--- src/rtl/ps2_host_ctrl_pkg.sv ---
// Shared types and byte constants for the PS/2 host command path.
// Frame helper builds the 10-bit host-to-device payload shifted out after the start bit.
package ps2_pkg;

  typedef enum logic [2:0] {
    IDLE,
    INHIBIT,
    REQ,
    SEND,
    ACKBIT,
    WAIT_RESP
  } state_t;

  typedef enum logic [1:0] {
    ST_OK      = 2'd0,
    ST_NACK    = 2'd1,
    ST_TIMEOUT = 2'd2,
    ST_NOACK   = 2'd3
  } status_t;

  localparam logic [7:0] ACK       = 8'hFA;
  localparam logic [7:0] RESEND    = 8'hFE;
  localparam logic [7:0] CMD_RESET = 8'hFF;
  localparam logic [7:0] CMD_LEDS  = 8'hED;

  // {stop, odd parity, data}; bit 0 goes out first
  function automatic logic [9:0] tx_frame(input logic [7:0] b);
    return {1'b1, ~^b, b};
  endfunction

endpackage

--- src/rtl/ps2_host_ctrl_if.sv ---
// Command, status and keyboard-byte signals between the host controller and its neighbours.
// master = command issuer / decoder side, slave = the controller.
interface ps2_host_ctrl_if;
  logic       cmd_valid;
  logic [7:0] cmd_data;
  logic       cmd_ready;
  logic       done;
  logic [1:0] status;
  logic [7:0] rx_code;
  logic       rx_strobe;
  logic       rx_err;
  logic [7:0] key_code;
  logic       key_valid;

  modport master (
    output cmd_valid, cmd_data, rx_code, rx_strobe, rx_err,
    input  cmd_ready, done, status, key_code, key_valid
  );

  modport slave (
    input  cmd_valid, cmd_data, rx_code, rx_strobe, rx_err,
    output cmd_ready, done, status, key_code, key_valid
  );
endinterface

--- src/rtl/ps2_host_ctrl_clk_filter.sv ---
// Two-flop synchroniser for both PS/2 pins plus a debounced clock with a one-cycle fall pulse.
// Filtered clock follows the pin only after DEB_LEN consecutive differing samples.
module ps2_clk_filter #(
  parameter int DEB_LEN = 8
) (
  input  logic clk,
  input  logic resetn,
  input  logic clk_pin,
  input  logic data_pin,
  output logic data_sync,
  output logic fall
);

  localparam int CW = $clog2(DEB_LEN + 1);

  logic [1:0]    clk_meta;
  logic [1:0]    dat_meta;
  logic          clk_filt;
  logic [CW-1:0] deb_cnt;

  always_ff @(posedge clk) begin
    if (!resetn) begin
      clk_meta <= 2'b11;
      dat_meta <= 2'b11;
      clk_filt <= 1'b1;
      deb_cnt  <= '0;
      fall     <= 1'b0;
    end else begin
      clk_meta <= {clk_meta[0], clk_pin};
      dat_meta <= {dat_meta[0], data_pin};
      fall     <= 1'b0;
      if (clk_meta[1] == clk_filt) begin
        deb_cnt <= '0;
      end else if (deb_cnt == CW'(DEB_LEN - 1)) begin
        clk_filt <= clk_meta[1];
        deb_cnt  <= '0;
        fall     <= clk_filt;
      end else begin
        deb_cnt <= deb_cnt + 1'b1;
      end
    end
  end

  assign data_sync = dat_meta[1];

endmodule

--- src/rtl/ps2_host_ctrl.sv ---
// PS/2 host sequencer: inhibits the bus, clocks out a command byte, checks ack, awaits 0xFA/0xFE.
// Accepts a command only in IDLE (cmd_ready); other received bytes are forwarded as key_code.
module ps2_host_ctrl
  import ps2_pkg::*;
#(
  parameter int INHIBIT_CYC = 2500,
  parameter int TIMEOUT_CYC = 500000,
  parameter int MAX_RETRY   = 3,
  parameter int DEB_LEN     = 8
) (
  input  logic              clk,
  input  logic              resetn,
  ps2_host_ctrl_if.slave    bus,
  input  logic              ps2_clk_in,
  input  logic              ps2_data_in,
  output logic              ps2_clk_low,
  output logic              ps2_data_low
);

  localparam int TMAX = (INHIBIT_CYC > TIMEOUT_CYC) ? INHIBIT_CYC : TIMEOUT_CYC;
  localparam int TW   = $clog2(TMAX + 1);
  localparam int RW   = $clog2(MAX_RETRY + 2);

  logic data_sync;
  logic fall;

  ps2_clk_filter #(.DEB_LEN(DEB_LEN)) u_clk_filter (
    .clk       (clk),
    .resetn    (resetn),
    .clk_pin   (ps2_clk_in),
    .data_pin  (ps2_data_in),
    .data_sync (data_sync),
    .fall      (fall)
  );

  state_t        state, state_nxt;
  logic [TW-1:0] timer;
  logic [RW-1:0] retry;
  logic [7:0]    cmd_byte;
  logic [9:0]    shift;
  logic [3:0]    bit_idx;
  status_t       status_r;
  logic          done_r;
  logic [7:0]    key_code_r;
  logic          key_valid_r;

  logic    start, finish, forward, retry_inc;
  status_t fin_status;
  logic    timeout, inhibit_end, resp_ack, resp_bad;

  assign timeout     = (timer == TW'(TIMEOUT_CYC - 1));
  assign inhibit_end = (timer == TW'(INHIBIT_CYC - 1));
  assign resp_ack    = bus.rx_strobe && (bus.rx_code == ACK);
  assign resp_bad    = (bus.rx_strobe && (bus.rx_code == RESEND)) || bus.rx_err;

  always_ff @(posedge clk) begin
    if (!resetn) state <= IDLE;
    else         state <= state_nxt;
  end

  always_comb begin
    state_nxt  = state;
    start      = 1'b0;
    finish     = 1'b0;
    fin_status = ST_OK;
    forward    = 1'b0;
    retry_inc  = 1'b0;
    case (state)
      IDLE: begin
        forward = bus.rx_strobe;
        if (bus.cmd_valid) begin
          start     = 1'b1;
          state_nxt = INHIBIT;
        end
      end
      INHIBIT: begin
        if (inhibit_end) state_nxt = REQ;
      end
      REQ: state_nxt = SEND;
      SEND: begin
        if (fall && bit_idx == 4'd9) begin
          state_nxt = ACKBIT;
        end else if (!fall && timeout) begin
          finish     = 1'b1;
          fin_status = ST_TIMEOUT;
        end
      end
      ACKBIT: begin
        if (fall) begin
          if (!data_sync) begin
            state_nxt = WAIT_RESP;
          end else begin
            finish     = 1'b1;
            fin_status = ST_NOACK;
          end
        end else if (timeout) begin
          finish     = 1'b1;
          fin_status = ST_TIMEOUT;
        end
      end
      WAIT_RESP: begin
        if (resp_ack) begin
          finish = 1'b1;
        end else if (resp_bad) begin
          if (retry < RW'(MAX_RETRY)) begin
            retry_inc = 1'b1;
            state_nxt = INHIBIT;
          end else begin
            finish     = 1'b1;
            fin_status = ST_NACK;
          end
        end else if (bus.rx_strobe) begin
          forward = 1'b1;
        end else if (timeout && !fall) begin
          finish     = 1'b1;
          fin_status = ST_TIMEOUT;
        end
      end
      default: state_nxt = IDLE;
    endcase
    if (finish) state_nxt = IDLE;
  end

  always_ff @(posedge clk) begin
    if (!resetn) begin
      timer        <= '0;
      retry        <= '0;
      cmd_byte     <= '0;
      shift        <= '0;
      bit_idx      <= '0;
      status_r     <= ST_OK;
      done_r       <= 1'b0;
      key_code_r   <= '0;
      key_valid_r  <= 1'b0;
      ps2_clk_low  <= 1'b0;
      ps2_data_low <= 1'b0;
    end else begin
      done_r      <= finish;
      key_valid_r <= forward;
      if (forward) key_code_r <= bus.rx_code;
      if (finish)  status_r   <= fin_status;

      if (start)          cmd_byte <= bus.cmd_data;
      if (start)          retry    <= '0;
      else if (retry_inc) retry    <= retry + 1'b1;

      // REQ and SEND share one timeout window, measured from the request-to-send.
      // Falls during INHIBIT are our own clock hold, so they must not restart the count.
      if (state == IDLE)
        timer <= '0;
      else if (state_nxt != state && state_nxt != SEND)
        timer <= '0;
      else if (fall && state != INHIBIT)
        timer <= '0;
      else
        timer <= timer + 1'b1;

      if (state == REQ) begin
        shift   <= tx_frame(cmd_byte);
        bit_idx <= '0;
      end else if (state == SEND && fall) begin
        bit_idx <= bit_idx + 1'b1;
      end

      if (state_nxt == IDLE) begin
        ps2_clk_low  <= 1'b0;
        ps2_data_low <= 1'b0;
      end else if (state_nxt == INHIBIT) begin
        ps2_clk_low  <= 1'b1;
        ps2_data_low <= 1'b0;
      end else if (state_nxt == REQ) begin
        ps2_clk_low  <= 1'b0;
        ps2_data_low <= 1'b1;
      end else if (state == SEND && fall) begin
        ps2_data_low <= ~shift[bit_idx];
      end
    end
  end

  assign bus.cmd_ready = (state == IDLE);
  assign bus.done      = done_r;
  assign bus.status    = status_r;
  assign bus.key_code  = key_code_r;
  assign bus.key_valid = key_valid_r;

endmodule

--- src/flat_wrapper.sv ---
// flat-port wrapper written by rule: the top's interface ports become plain ports
module ps2_host_ctrl_flat import ps2_pkg::*;
#(
  parameter int INHIBIT_CYC = 2500,
  parameter int TIMEOUT_CYC = 500000,
  parameter int MAX_RETRY   = 3,
  parameter int DEB_LEN     = 8
)
  (clk, resetn, ps2_clk_in, ps2_data_in, ps2_clk_low, ps2_data_low, bus_cmd_valid, bus_cmd_data, bus_rx_code, bus_rx_strobe, bus_rx_err, bus_cmd_ready, bus_done, bus_status, bus_key_code, bus_key_valid);
  ps2_host_ctrl_if bus_i ();
  input  logic clk;
  input  logic resetn;
  input  logic ps2_clk_in;
  input  logic ps2_data_in;
  output logic ps2_clk_low;
  output logic ps2_data_low;
  input wire logic [$bits(bus_i.cmd_valid)-1:0] bus_cmd_valid;
  input wire logic [$bits(bus_i.cmd_data)-1:0] bus_cmd_data;
  input wire logic [$bits(bus_i.rx_code)-1:0] bus_rx_code;
  input wire logic [$bits(bus_i.rx_strobe)-1:0] bus_rx_strobe;
  input wire logic [$bits(bus_i.rx_err)-1:0] bus_rx_err;
  output wire logic [$bits(bus_i.cmd_ready)-1:0] bus_cmd_ready;
  output wire logic [$bits(bus_i.done)-1:0] bus_done;
  output wire logic [$bits(bus_i.status)-1:0] bus_status;
  output wire logic [$bits(bus_i.key_code)-1:0] bus_key_code;
  output wire logic [$bits(bus_i.key_valid)-1:0] bus_key_valid;
  assign bus_i.cmd_valid = bus_cmd_valid;
  assign bus_i.cmd_data = bus_cmd_data;
  assign bus_i.rx_code = bus_rx_code;
  assign bus_i.rx_strobe = bus_rx_strobe;
  assign bus_i.rx_err = bus_rx_err;
  assign bus_cmd_ready = bus_i.cmd_ready;
  assign bus_done = bus_i.done;
  assign bus_status = bus_i.status;
  assign bus_key_code = bus_i.key_code;
  assign bus_key_valid = bus_i.key_valid;
  ps2_host_ctrl #(.INHIBIT_CYC(INHIBIT_CYC), .TIMEOUT_CYC(TIMEOUT_CYC), .MAX_RETRY(MAX_RETRY), .DEB_LEN(DEB_LEN)) u_core (.clk(clk), .resetn(resetn), .bus(bus_i), .ps2_clk_in(ps2_clk_in), .ps2_data_in(ps2_data_in), .ps2_clk_low(ps2_clk_low), .ps2_data_low(ps2_data_low));
endmodule
--- config.mk ---
export PLATFORM = sky130hd
export DESIGN_NAME = ps2_host_ctrl_flat
export DESIGN_NICKNAME = d
export VERILOG_FILES = /design/src/rtl/ps2_host_ctrl_pkg.sv /design/src/rtl/ps2_host_ctrl_if.sv /design/src/rtl/ps2_host_ctrl_clk_filter.sv /design/src/rtl/ps2_host_ctrl.sv /design/src/flat_wrapper.sv
export SDC_FILE = /design/constraint.sdc
export NUM_CORES = 1
export LEC_CHECK = 0
export BUFFER_PORTS_ARGS = -buffer_cell sky130_fd_sc_hd__buf_4
export CORE_ASPECT_RATIO = 0.9
export CORE_UTILIZATION = 30
export CTS_CLUSTER_DIAMETER = 150
export CTS_CLUSTER_SIZE = 28
export DETAILED_ROUTE_END_ITERATION = 10
export PLACE_DENSITY = 0.45
export REMOVE_ABC_BUFFERS = 1
export SLEW_MARGIN = 20
export SYNTH_ARGS = -nofsm -noshare
export SYNTH_HDL_FRONTEND = slang
export SYNTH_SLANG_ARGS = --single-unit
--- constraint.sdc ---
create_clock -name clk -period 2.6 [get_ports clk]
set_input_delay 0 -clock clk [delete_from_list [all_inputs] [get_ports clk]]
set_output_delay 0 -clock clk [all_outputs]
set_load 0.1 [all_outputs]
======== Yosys cells after proc, flatten, opt, wreduce, memory -nomap -nowiden ========
Cells that the tools add are included.
word-level totals
  bits in read-only memories .............. 0
  memories ................................ 0
  logic and storage cells ................. 112
  bits in writable memories ............... 0
  latch bits .............................. 0
  register bits after elaboration ......... 71
operators by class
  $lt $le $gt $ge ......................... 2
  $add $sub $neg .......................... 4
  shift operators ......................... 0
  $mul .................................... 0
  bitwise logic cells ..................... 4
  reductions and logical operators ........ 22
  eq/ne operators ......................... 17
  multiplexer cells ....................... 46
  div/mod/pow operators ................... 0
operators by type and width
  operator                                                number
  2-to-1 mux 3 bit                                        9
  2-to-1 mux 1 bit                                        24
  adder 19 x 1 -> 19 bit (second input constant)          1
  equality test 19 x 12 -> 1 bit (second input constant)  1
  equality test 19 bit (second input constant)            1
  one-hot mux 3 bit (6 select lines)                      1
  equality test 8 bit (second input constant)             2
  2-to-1 mux 2 bit                                        8
  equality test 3 x 2 -> 1 bit (second input constant)    3
  OR reduction 3 bit                                      3
  adder 4 x 1 -> 4 bit (second input constant)            2
  XNOR reduction 8 bit                                    1
  logical AND 1 bit                                       7
  equality test 3 x 1 -> 1 bit (second input constant)    2
  equality test 3 bit (second input constant)             2
  zero test 3 bit                                         2
  one-hot mux 2 bit (3 select lines)                      1
  OR reduction 2 bit                                      3
  < comparator 4 x 5 -> 1 bit (second input constant)     1
  binary-select mux 1 bit (select 4 bit)                  1
  equality test 4 x 3 -> 1 bit (second input constant)    1
  equality test 4 bit (second input constant)             1
  inverter 1 bit                                          4
  nonzero test 2 bit                                      2
  12 further kinds                                        12

======== Depth between registers and ports, before layout ========
Gate-level depths: netlist of the first run.
  depth after elaboration ................. 11
  mapped depth ............................ 10
  mapped depth without buffers ............ 9

======== Hierarchy ========
A second synthesis of the first run with hierarchy kept.
unflattened totals
  cells, all modules ...................... 377
  area, all modules ....................... 3,334.4 um2
by module, submodules not included
  module          cells each  area an instance (um2)  instances  sequential area each (um2)
  ps2_host_ctrl   347         3,007.9                 1          1,221.2
  ps2_clk_filter  30          326.6                   1          200.2

======== Worst setup path before layout of the first run ========
No wires, ideal clock.
  path kind ............................... flip-flop to flip-flop
  start point ............................. reg u_core.state[0]
  end point ............................... reg u_core.key_code_r[0], in the netlist u_core.bus.key_code[0]
  arrival time ............................ 2,219 ps
  stages on the path, launching flop included .. 8
  clock period less this slack ............ 2,338 ps
  setup time .............................. 120 ps
  path slack .............................. 262 ps
  required time ........................... 2,480 ps
  path through ............................ dfxtp_1 -> buf_2 -> or3_1 -> inv_1 -> o21a_1 -> buf_2 -> mux2i_1 -> nor2b_1
on the way
  longest elaborated chain between the ends .. 2
  elaborated cells between the ends (all ways) .. 3
  classes of those cells .................. eq/ne (1); mux (1); reduce/logical (1)
RTL lines
  element                             RTL line              RTL
  from (decl)                         ps2_host_ctrl.sv:36   state_t state, state_nxt;
  from (signal assigned)              ps2_host_ctrl.sv:58   else state <= state_nxt;
  zero test 3 bit                     n/a
  net bus_cmd_ready                   flat_wrapper.sv:22    output wire logic [$bits(bus_i.cmd_ready)-1:0] bus_cmd_ready;
  one-hot mux 1 bit (2 select lines)  ps2_host_ctrl.sv:68   case (state)
  to (signal assigned)                ps2_host_ctrl.sv:140  if (forward) key_code_r <= bus.rx_code;
  to (decl)                           ps2_host_ctrl.sv:44   logic [7:0] key_code_r;
The timed path passes the listed nets, and every way through them passes these cells.
A chain may end at the register's enable or synchronous reset.

======== Final worst setup path of the first run ========
  start point ............................. reg u_core.timer[0]
  end point ............................... reg u_core.timer[10]
on the way
  longest elaborated chain between the ends .. 11
  elaborated cells between the ends (all ways) .. 19
  classes of those cells .................. add/sub (1); eq/ne (4); mux (11); reduce/logical (3)
RTL lines
  element                                                                  RTL line                                   RTL
  from (decl)                                                              ps2_host_ctrl.sv:37                        logic [TW-1:0] timer;
  from (signal assigned)                                                   ps2_host_ctrl.sv:156                       timer <= timer + 1'b1;
  equality test 19 bit                                                     ps2_host_ctrl.sv:51                        assign timeout = (timer == TW'(TIMEOUT_CYC - 1));
  logical AND 1 bit                                                        ps2_host_ctrl.sv:83, ps2_host_ctrl.sv:114
  2-to-1 mux 1 bit                                                         ps2_host_ctrl.sv:83, ps2_host_ctrl.sv:114
  2-to-1 mux 1 bit                                                         ps2_host_ctrl.sv:112                       end else if (bus.rx_strobe) begin
  2-to-1 mux 1 bit                                                         ps2_host_ctrl.sv:104                       end else if (resp_bad) begin
  2-to-1 mux 1 bit                                                         ps2_host_ctrl.sv:102                       if (resp_ack) begin
  one-hot mux 1 bit (3 select lines)                                       ps2_host_ctrl.sv:68
  2-to-1 mux 3 bit                                                         ps2_host_ctrl.sv:121                       if (finish) state_nxt = IDLE;
  inequality test 3 bit or inequality test 3 x 2 -> 1 bit (tied branches)  ps2_host_ctrl.sv:151                       else if (state_nxt != state && state_nxt != SEND)
  logical AND 1 bit                                                        ps2_host_ctrl.sv:151
  OR reduction 4 bit (no source line)                                      n/a
Several ways; a longest one is shown, not always the timed one.

==> summary.txt, run 1 <==
Top Family by Delay on Critical Path = simple AND/OR/NAND/NOR gates
Clock sinks = 71
Critical path buffers and inverters = 1
Worst-skew pair later-pin latency = 0.33 ns
Dpl hpwl = 5130 um
Worst-Margin Slew = 0.513 ns
Status = finished, final reports clean
Placed Area = 3840 um2
Synth Area in Compound Gates = 13.0%
Die Area = 11600 um2
Reg clk slew, reported paths = 0.06 ns
Layout net count = 451
Routability Congestion = 0.741
Synth Warn # = 0
TritonCTS Buffers = 9
Max-slew violations = 0
Setup Skew = 0.00786 ns
Pleak = 1.58 nW
Crit path time final = 2.36 ns
Post-synthesis simple-gate area fraction = 25.0%
Total wire length = 7430 um
Syn Inst Count = 358
Crit. End Element = flip-flop
Vias in the first global route = 2628
Most common cell after layout, fill and taps aside = dfxtp_1
Achievable Freq = 424 MHz
XOR/XNOR Fraction of Synth Area = 7.29%
Power per cell area = 632 nW/um2
Post-route cell area = 4400 um2
First-pass GRT wire length = 12800 um
Initial antenna violation count = 0
Period utilization = 90.7%
Initial core utilization = 31.0%
Mux cell area share after synthesis = 8.25%
WP data required = 2.80 ns
Hold Path Class = in -> reg
Hold Path Stages = 2
CP Launch Type = flip-flop
Number of vias per cell = 4.53
Final Hold Fails = 0
EDFF count, synth = 0
Die Ht = 102 um
Mapped Avg Cell Area = 9.40 um2
Most frequent cells in the layout = dfxtp_1, buf_4, nand2_1
CTS tree = done
Min Hold Slack = 0.0500 ns
Core ar. = 10900 um2
Chip width = 114 um
Critical path's slowest cell = dfxtp_1
H-tree Lvls = 3
Slew headroom = 65.7%
Worst IR Drop VDD = 0.000275 V
Largest net degree at the start of global routing = 47
Crit. path cell count = 9
RSZ-0062 raised after global routing = false
Routed wl met2 = 3260 um
Overflow after GRT = 0
Combinational family with the most area after synthesis = simple AND/OR/NAND/NOR gates
Met3 wire len = 244 um
GR Util All Layers = 14.2%
Vias = 2621
P&R area growth vs syn = 30.9%
#FFs+latches synth = 71
Ports = 38
Max stage delay on crit path = 0.40 ns
Synthesized-area fraction occupied by adder cells = 1.86%
CP Max Fanout = 8
Remaining DRCs = 0
Final setup viols = 0
Drt wl/cell = 12.8 um
Crit-path most repeated cell = nor4bb_2
Distinct cells, synth = 52
Part of the Yosys area used for sequential elements = 42.2%
Buffers added on ports = 37
CP cell instances = ha_1 > nor4bb_2 > nor4bb_2 > a31oi_1 > nor3_2 > o21ai_2 > nand4b_4 > buf_4 > a211oi_1
Met1 wire length = 3830 um
CTS root buffer = clkbuf_16
Mapped Area = 3370 um2
Asr flop ratio synth = 0%
DRT iter0 DRCs = 87
Max_cap viols = 0
Antenna viol nets, final = 0
Share of cells above drive strength 1 = 21.1%
Critical path type = reg -> reg
WP data arrival = 2.56 ns
Most common flop cell mapped by yosys = dfxtp_1
Detailed Routing Iterations Pass 1 = 4
Core Rows = 36
Top layer in use = met4
Fin Setup TNS = 0 ns
Antenna Cells = 0
Reg2reg path depth = 9
Clock Tree Buf Depth = 2
flip-flops by register name, indices dropped and copies added (netlist names), 2 cells and up:
name,flops
u_core.retry,3
u_core.shift,10
u_core.u_clk_filter.dat_meta,2
u_core.u_clk_filter.deb_cnt,4
u_core.bit_idx,4
u_core.bus.key_code,8
u_core.bus.status,2
u_core.timer,19
u_core.state,3
u_core.cmd_byte,8
u_core.u_clk_filter.clk_meta,2
per-stage QoR:
| stage | utilization (%) | setup WS (ns) | cells | total power [mW] |
|---|---|---|---|---|
| floorplan | - | 0.266 | 345 | 1.34 |
| global placement | 35.4 | 0.186 | 543 | 1.43 |
| detailed placement | 35.4 | 0.111 | 543 | 1.43 |
| CTS | 40.1 | 0.0585 | 576 | 2.81 |
| global route | 40.6 | 0.0436 | 579 | 2.90 |
| finish | 40.6 | 0.242 | 579 | 2.78 |
kinds of logic after synthesis:
| group | Yosys count |
|---|---|
| buffers and inverters | 18 |
| multiplexers | 25 |
| AO/OA/AOI/OAI | 54 |
| XOR/XNOR | 28 |
| flip-flops | 71 |
| AND/OR/NAND/NOR | 157 |
| adder cells (fa/ha/maj) | 5 |
layer usage:
layer / up-vias / global-route usage, %
li1: 1380 / -
met1: 1196 / 18.5
met2: 34 / 22.6
met3: 11 / 3.97
met4: 0 / 5.47
met5: - / 0
cell type report:
class | instances | area, um2
clock buffer | 12 | 267
timing repair buffer | 67 | 561
inverter | 5 | 18.8
sequential | 71 | 1420
multi-input combinational | 269 | 1880
clock inverter | 3 | 65.1
fill | 1097 | 6450
tap | 152 | 190
path summary, 6_finish.rpt:
path,startpoint,slack (ns),end
worst max-delay path,u_core.timer[0],0.24,u_core.timer[10]
worst min-delay path,resetn,0.05,u_core.u_clk_filter.clk_filt
worst max register to register,u_core.timer[0],0.24,u_core.timer[10]
worst min register to register,u_core.u_clk_filter.dat_meta[0],0.40,u_core.u_clk_filter.dat_meta[1]
Yosys cell counts, types with 2 or more instances:
| cell | count | area, um2 |
|---|---|---|
| a211oi_1 | 11 | 82.6 |
| a211oi_2 | 8 | 100 |
| a21boi_0 | 9 | 67.6 |
| a21oi_1 | 8 | 40.0 |
| and2_1 | 6 | 37.5 |
| and3_1 | 4 | 25.0 |
| buf_2 | 4 | 20.0 |
| clkbuf_1 | 8 | 30.0 |
| dfxtp_1 | 71 | 1420 |
| ha_1 | 5 | 62.6 |
| inv_1 | 4 | 15.0 |
| mux2_2 | 2 | 22.5 |
| mux2i_1 | 21 | 210 |
| mux4_2 | 2 | 45.0 |
| nand2_1 | 44 | 165 |
| nand2b_1 | 7 | 43.8 |
| nand3_1 | 13 | 65.1 |
| nand3b_1 | 2 | 15.0 |
| nand4_1 | 5 | 31.3 |
| nor2_1 | 26 | 97.6 |
| nor2b_1 | 21 | 131 |
| nor3_1 | 11 | 55.1 |
| nor4_1 | 2 | 12.5 |
| nor4bb_1 | 2 | 20.0 |
| o21a_1 | 2 | 15.0 |
| o21ai_0 | 6 | 30.0 |
| o21ai_2 | 2 | 17.5 |
| or3_1 | 2 | 12.5 |
| xnor2_1 | 14 | 123 |
| xor2_1 | 14 | 123 |
power by group:
part           total, mW  switching (mW)  internal, mW  leakage [nW]
logic              0.304           0.183         0.121         0.837
clock network       1.34           0.434         0.911         0.165
registers           1.13          0.0201          1.11         0.576
repair_timing:
item | 4_1_cts | 5_1_grt
buffers inserted | 0 | 3
hold buffers | 18 | 0
setup endpoints to repair | 0 | 20
endpoints found under the hold margin | 18 | 0
resized for setup | 0 | 3
No activity file was read; power rests on OpenSTA's default activity.
==> run 2: changes to the inputs <==
- CORE_MARGIN: default -> 8
==> run 2 against run 1 <==
  * Register-to-register slack about the same
  * Wire length is 2.6% higher
  * Worst hold slack worse by 0.0019 ns
  * First-iteration DRC count increased by 92%
  * Total power decreased by 8.6%
  * Clock skew fell by 0.0032 ns
  * Global-route usage fell by 3.3 points
  * Sequential cell count unchanged
  * Critical path type unchanged
  * Non-clock buffer count is the same
==> summary.txt, run 2 (synthesized netlist as in run 1, its figures left out) <==
Dpl hpwl = 5380 um
Crit path time final = 2.36 ns
Core ar. = 10900 um2
Buffers added on ports = 37
Number of fill cells = 1133
Max stage delay on crit path = 0.39 ns
Max-slew violations = 0
Antenna viol nets, final = 0
Vias in the first global route = 2608
CP Max Fanout = 7
Pleak = 1.54 nW
Period utilization = 90.7%
Max_cap viols = 0
Power per cell area = 588 nW/um2
H-tree Lvls = 3
Switching power total = 625 uW
Core Rows = 36
Critical path's slowest cell = dfxtp_1
Status = finished, final reports clean
Max reg flops = 19
Antenna Cells = 0
Initial antenna violation count = 0
Critical path type = reg -> reg
Die Area = 14900 um2
Routability Congestion = 0.752
Most frequent cells in the layout = dfxtp_1, buf_4, nand2_1
DRT iter0 DRCs = 167
WP data arrival = 2.60 ns
Layout net count = 451
Combinational group share of total power = 11.9%
Initial core utilization = 30.9%
CP Launch Type = flip-flop
TritonCTS Buffers = 9
CP cell instances = ha_1 > nor4bb_2 > nand2_1 > a2111oi_4 > nor3_1 > o211ai_2 > nand4b_4 > buf_4 > a211oi_1
Clock Tree Buf Depth = 2
Internal Pwr Total = 1.92 mW
First-pass GRT wire length = 13000 um
Final setup viols = 0
Placed Area = 3830 um2
RSZ-0062 raised after global routing = false
Top flop regs = u_core.timer x19, u_core.shift x10
Final Hold Fails = 0
Vias = 2669
Fin Setup TNS = 0 ns
Dpl ws = 0.114 ns
Setup Skew = 0.00467 ns
Worst-Margin Slew = 0.505 ns
Clock power share = 43.6%
Hold Path Class = in -> reg
Total wire length = 7630 um
Largest net degree at the start of global routing = 47
Detailed Routing Iterations Pass 1 = 4
WP data required = 2.84 ns
Worst-skew pair later-pin latency = 0.33 ns
CTS tree = done
Achievable Freq = 424 MHz
Worst reg2reg setup slack = 0.24 ns
Clock sinks = 71
Reg power frac = 44.6%
Number of vias per cell = 4.62
P&R area growth vs syn = 28.4%
Post-route cell area = 4320 um2
Crit. End Element = flip-flop
GR Util All Layers = 11.0%
Ports = 38
Worst IR Drop VDD = 0.000307 V
Final worst setup slack = 0.243 ns
Slew headroom = 65.8%
Overflow after GRT = 0
Chip width = 128 um
Top register by number of flip-flops = u_core.timer
Die Ht = 116 um
CTS root buffer = clkbuf_16
Drt wl/cell = 13.2 um
Reg clk slew, reported paths = 0.05 ns
Remaining DRCs = 0
Share of cells above drive strength 1 = 20.4%
Most common cell after layout, fill and taps aside = dfxtp_1
Sw frac = 24.6%
-- run 2: repair_timing --
action,CTS,global route
hold buffers,18,0
setup endpoints to repair,0,19
setup buffers,0,4
hold endpoints to repair,18,0
resized for setup,0,3
-- run 2: per-stage QoR --
| stage | hold slack (ns) | util (%) | instances | total power [mW] |
|---|---|---|---|---|
| global placement | 0.182 | 35.2 | 542 | 1.43 |
| finish | 0.0481 | 39.6 | 578 | 2.54 |
| detailed placement | 0.190 | 35.2 | 542 | 1.43 |
| CTS | 0.0643 | 39.2 | 574 | 2.58 |
| floorplan | 0.0619 | - | 345 | 1.34 |
| global route | 0.0997 | 39.6 | 578 | 2.65 |
-- run 2: final cells by class --
class | count | area, um2 | share of cell area, %
flip-flops and latches | 71 | 1420 | 32.9
clock buffers | 13 | 260 | 6.02
inverters | 5 | 18.8 | 0.434
repair buffers | 67 | 548 | 12.7
multi-input cells | 269 | 1880 | 43.4
clock inverters | 1 | 5.00 | 0.116
well taps | 152 | 190 | 4.40
-- run 2: layer usage --
metal	global-route usage [%]	part of all wire (%)	up-vias	wire length, um
li1	-	-	1387	-
met1	13.8	51	1231	3900
met2	17.2	44	45	3320
met3	3.47	4.4	6	336
met4	4.27	0.88	0	67
met5	0	0	-	0
-- run 2: worst paths after layout --
path / cells past startpoint / endpoint / startpoint
worst max register to register: 9 / u_core.timer[10] / u_core.timer[0]
worst max-delay path: 9 / u_core.timer[10] / u_core.timer[0]
worst min register to register: 1 / u_core.u_clk_filter.clk_meta[1] / u_core.u_clk_filter.clk_meta[0]
worst min-delay path: 2 / u_core.u_clk_filter.clk_filt / resetn
-- run 2: critical path: cells and delay by family, from the launching register on --
kind / cells / cell delay [ns]
DFF: 1 / 0.39
buffers and inverters: 1 / 0.21
and+or+nand+nor: 4 / 0.81
adders and majority gates: 1 / 0.25
AOI/OAI and AO/OA: 3 / 0.61
-- run 2: power by group through the flow --
stage | Clock [mW] | Sequential, mW | Combinational (mW)
global placement | 0 | 1.16 | 0.273
finish | 1.11 | 1.13 | 0.302
CTS | 1.15 | 1.13 | 0.295
detailed placement | 0 | 1.16 | 0.273
floorplan | 0 | 1.22 | 0.112
global route | 1.19 | 1.14 | 0.324
==> run 3: changes to the inputs <==
- GPL_ROUTABILITY_DRIVEN: default -> 0
- PLACE_DENSITY: 0.45 -> 0.55
- REMOVE_ABC_BUFFERS: 1 -> default
==> run 3 against run 2 <==
  * Non-clock buffer count down 3
  * Wire length down 1.8%
  * Final cell count down 0.17%
  * Sequential share of layout area down 0.24 points
  * First-iteration DRC count down 29%
  * Utilization up 0.25 points
  * Via count down 0.90%
  * Global-route usage down 0.43 points
  * Combinational power up 3%
  * Sequential power about the same
  * Critical path depth unchanged
  * Critical path type unchanged
  * Highest routed layer unchanged
==> summary.txt, run 3 (synthesized netlist as in run 1, its figures left out) <==
Status = finished, final reports clean
Core Rows = 36
Overflow after GRT = 0
Worst IR Drop VDD = 0.000319 V
Ports = 38
Final setup viols = 0
Worst-Margin Slew = 0.520 ns
Dpl hpwl = 5330 um
CP Launch Type = flip-flop
Hold Path Class = in -> reg
GR Util All Layers = 10.6%
Total wire length = 7490 um
CTS tree = done
Pleak = 1.55 nW
Fin Setup TNS = 0 ns
Syn Nets = 386
Share of cells above drive strength 1 = 20.2%
Antenna viol nets, final = 0
Initial core utilization = 30.9%
Critical path type = reg -> reg
Number of vias per cell = 4.58
Slew headroom = 65.3%
Most frequent cells in the layout = dfxtp_1, nand2_1, buf_4
DRT iter0 DRCs = 119
Worst-skew pair later-pin latency = 0.32 ns
Detailed Routing Iterations Pass 1 = 4
Post-Layout Cell Count = 577
Number of fill cells = 1120
CTS root buffer = clkbuf_16
Largest net degree at the start of global routing = 47
Die Ht = 116 um
Crit path time final = 2.33 ns
Clock power share = 45.7%
WP data required = 2.80 ns
H-tree Lvls = 3
P&R area growth vs syn = 29.2%
WP data arrival = 2.53 ns
Layout net count = 448
Remaining DRCs = 0
Final Hold Fails = 0
Switching power total = 655 uW
Setup Skew = 0.00528 ns
Crit. End Element = flip-flop
Die Area = 14900 um2
Period utilization = 89.7%
Clock sinks = 71
Reg power frac = 42.6%
Initial antenna violation count = 0
Achievable Freq = 429 MHz
Vias = 2645
Max reg flops = 19
Max_cap viols = 0
TritonCTS Buffers = 9
Combinational group share of total power = 11.7%
Internal Pwr Total = 2.00 mW
RSZ-0062 raised after global routing = false
Top flop regs = u_core.timer x19, u_core.shift x10
Antenna Cells = 0
Clock Tree Buf Depth = 2
First-pass GRT wire length = 12500 um
Chip width = 128 um
Top register by number of flip-flops = u_core.timer
Core ar. = 10900 um2
Drt wl/cell = 13.0 um
Sw frac = 24.7%
Power per cell area = 610 nW/um2
Max-slew violations = 0
Reg clk slew, reported paths = 0.05 ns
Vias in the first global route = 2568
Placed cell count = 541
CP Max Fanout = 11
Buffers added on ports = 37
Most common cell after layout, fill and taps aside = dfxtp_1
run 3: cell count changes in the layout (fill, tap and decap cells not counted), sizes merged:
cell      previous run  this run
bufinv               0         1
clkbuf              13        10
clkinvlp             0         2
clkinv               1         3
buf                 49        46
run 3: worst paths after layout:
path	to	startpoint	cells after the start	slack [ns]
setup / recovery	u_core.timer[10]	u_core.timer[0]	9	0.27
hold / removal	u_core.u_clk_filter.clk_filt	resetn	2	0.05
setup reg to reg	u_core.timer[10]	u_core.timer[0]	9	0.27
hold reg to reg	u_core.u_clk_filter.dat_meta[1]	u_core.u_clk_filter.dat_meta[0]	1	0.40
run 3: through the flow:
| stage | utilization, % | setup WS [ns] | cell area [um2] | total power [mW] | hold WS [ns] |
|---|---|---|---|---|---|
| final | 39.9 | 0.267 | 4350 | 2.65 | 0.0525 |
| after global routing | 39.9 | 0.0322 | 4350 | 2.76 | 0.0900 |
| after global placement | 35.1 | 0.211 | 3820 | 1.43 | 0.189 |
| after floorplan | - | 0.262 | 3370 | 1.35 | 0.101 |
| after detailed placement | 35.1 | 0.122 | 3820 | 1.43 | 0.194 |
| after CTS | 39.5 | 0.120 | 4300 | 2.68 | 0.0620 |
run 3: area by class of cell:
class | count | area (um2) | area share (%)
multi-input cells | 269 | 1870 | 43.0
clock inverters | 6 | 60.1 | 1.38
flip-flops and latches | 71 | 1420 | 32.7
repair buffers | 64 | 551 | 12.7
well taps | 152 | 190 | 4.37
inverters | 5 | 18.8 | 0.432
clock buffers | 10 | 239 | 5.49
run 3: timing repair:
action                                  in CTS  in global routing
resized for setup                            0                  1
hold endpoints to repair                    18                  0
hold buffers                                18                  0
endpoints found under the setup margin       0                 19
setup buffers                                0                  2
run 3: power by group through the flow:
stage	combinational, mW	sequential (mW)	clock, mW
global route	0.334	1.13	1.29
floorplan	0.128	1.22	0
CTS	0.295	1.13	1.25
detailed placement	0.274	1.15	0
finish	0.311	1.13	1.21
global placement	0.272	1.15	0
run 3: worst max-delay path: stages (launching register included):
cell	delay [ns]
dfxtp_1	0.38
ha_1	0.25
nor4bb_1	0.37
nor4bb_1	0.33
a31oi_1	0.15
nor3_2	0.22
o21ai_2	0.12
nand4b_4	0.15
buf_12	0.16
a211oi_1	0.07
run 3: layer usage:
layer  vias up  part of all wire, %  GRT usage (%)
met5         -                    0              0
met4         0                  1.3           4.27
met3         7                  4.3           3.38
met2        38                   43           15.5
met1      1225                   52           14.1
li1       1375                    -              -
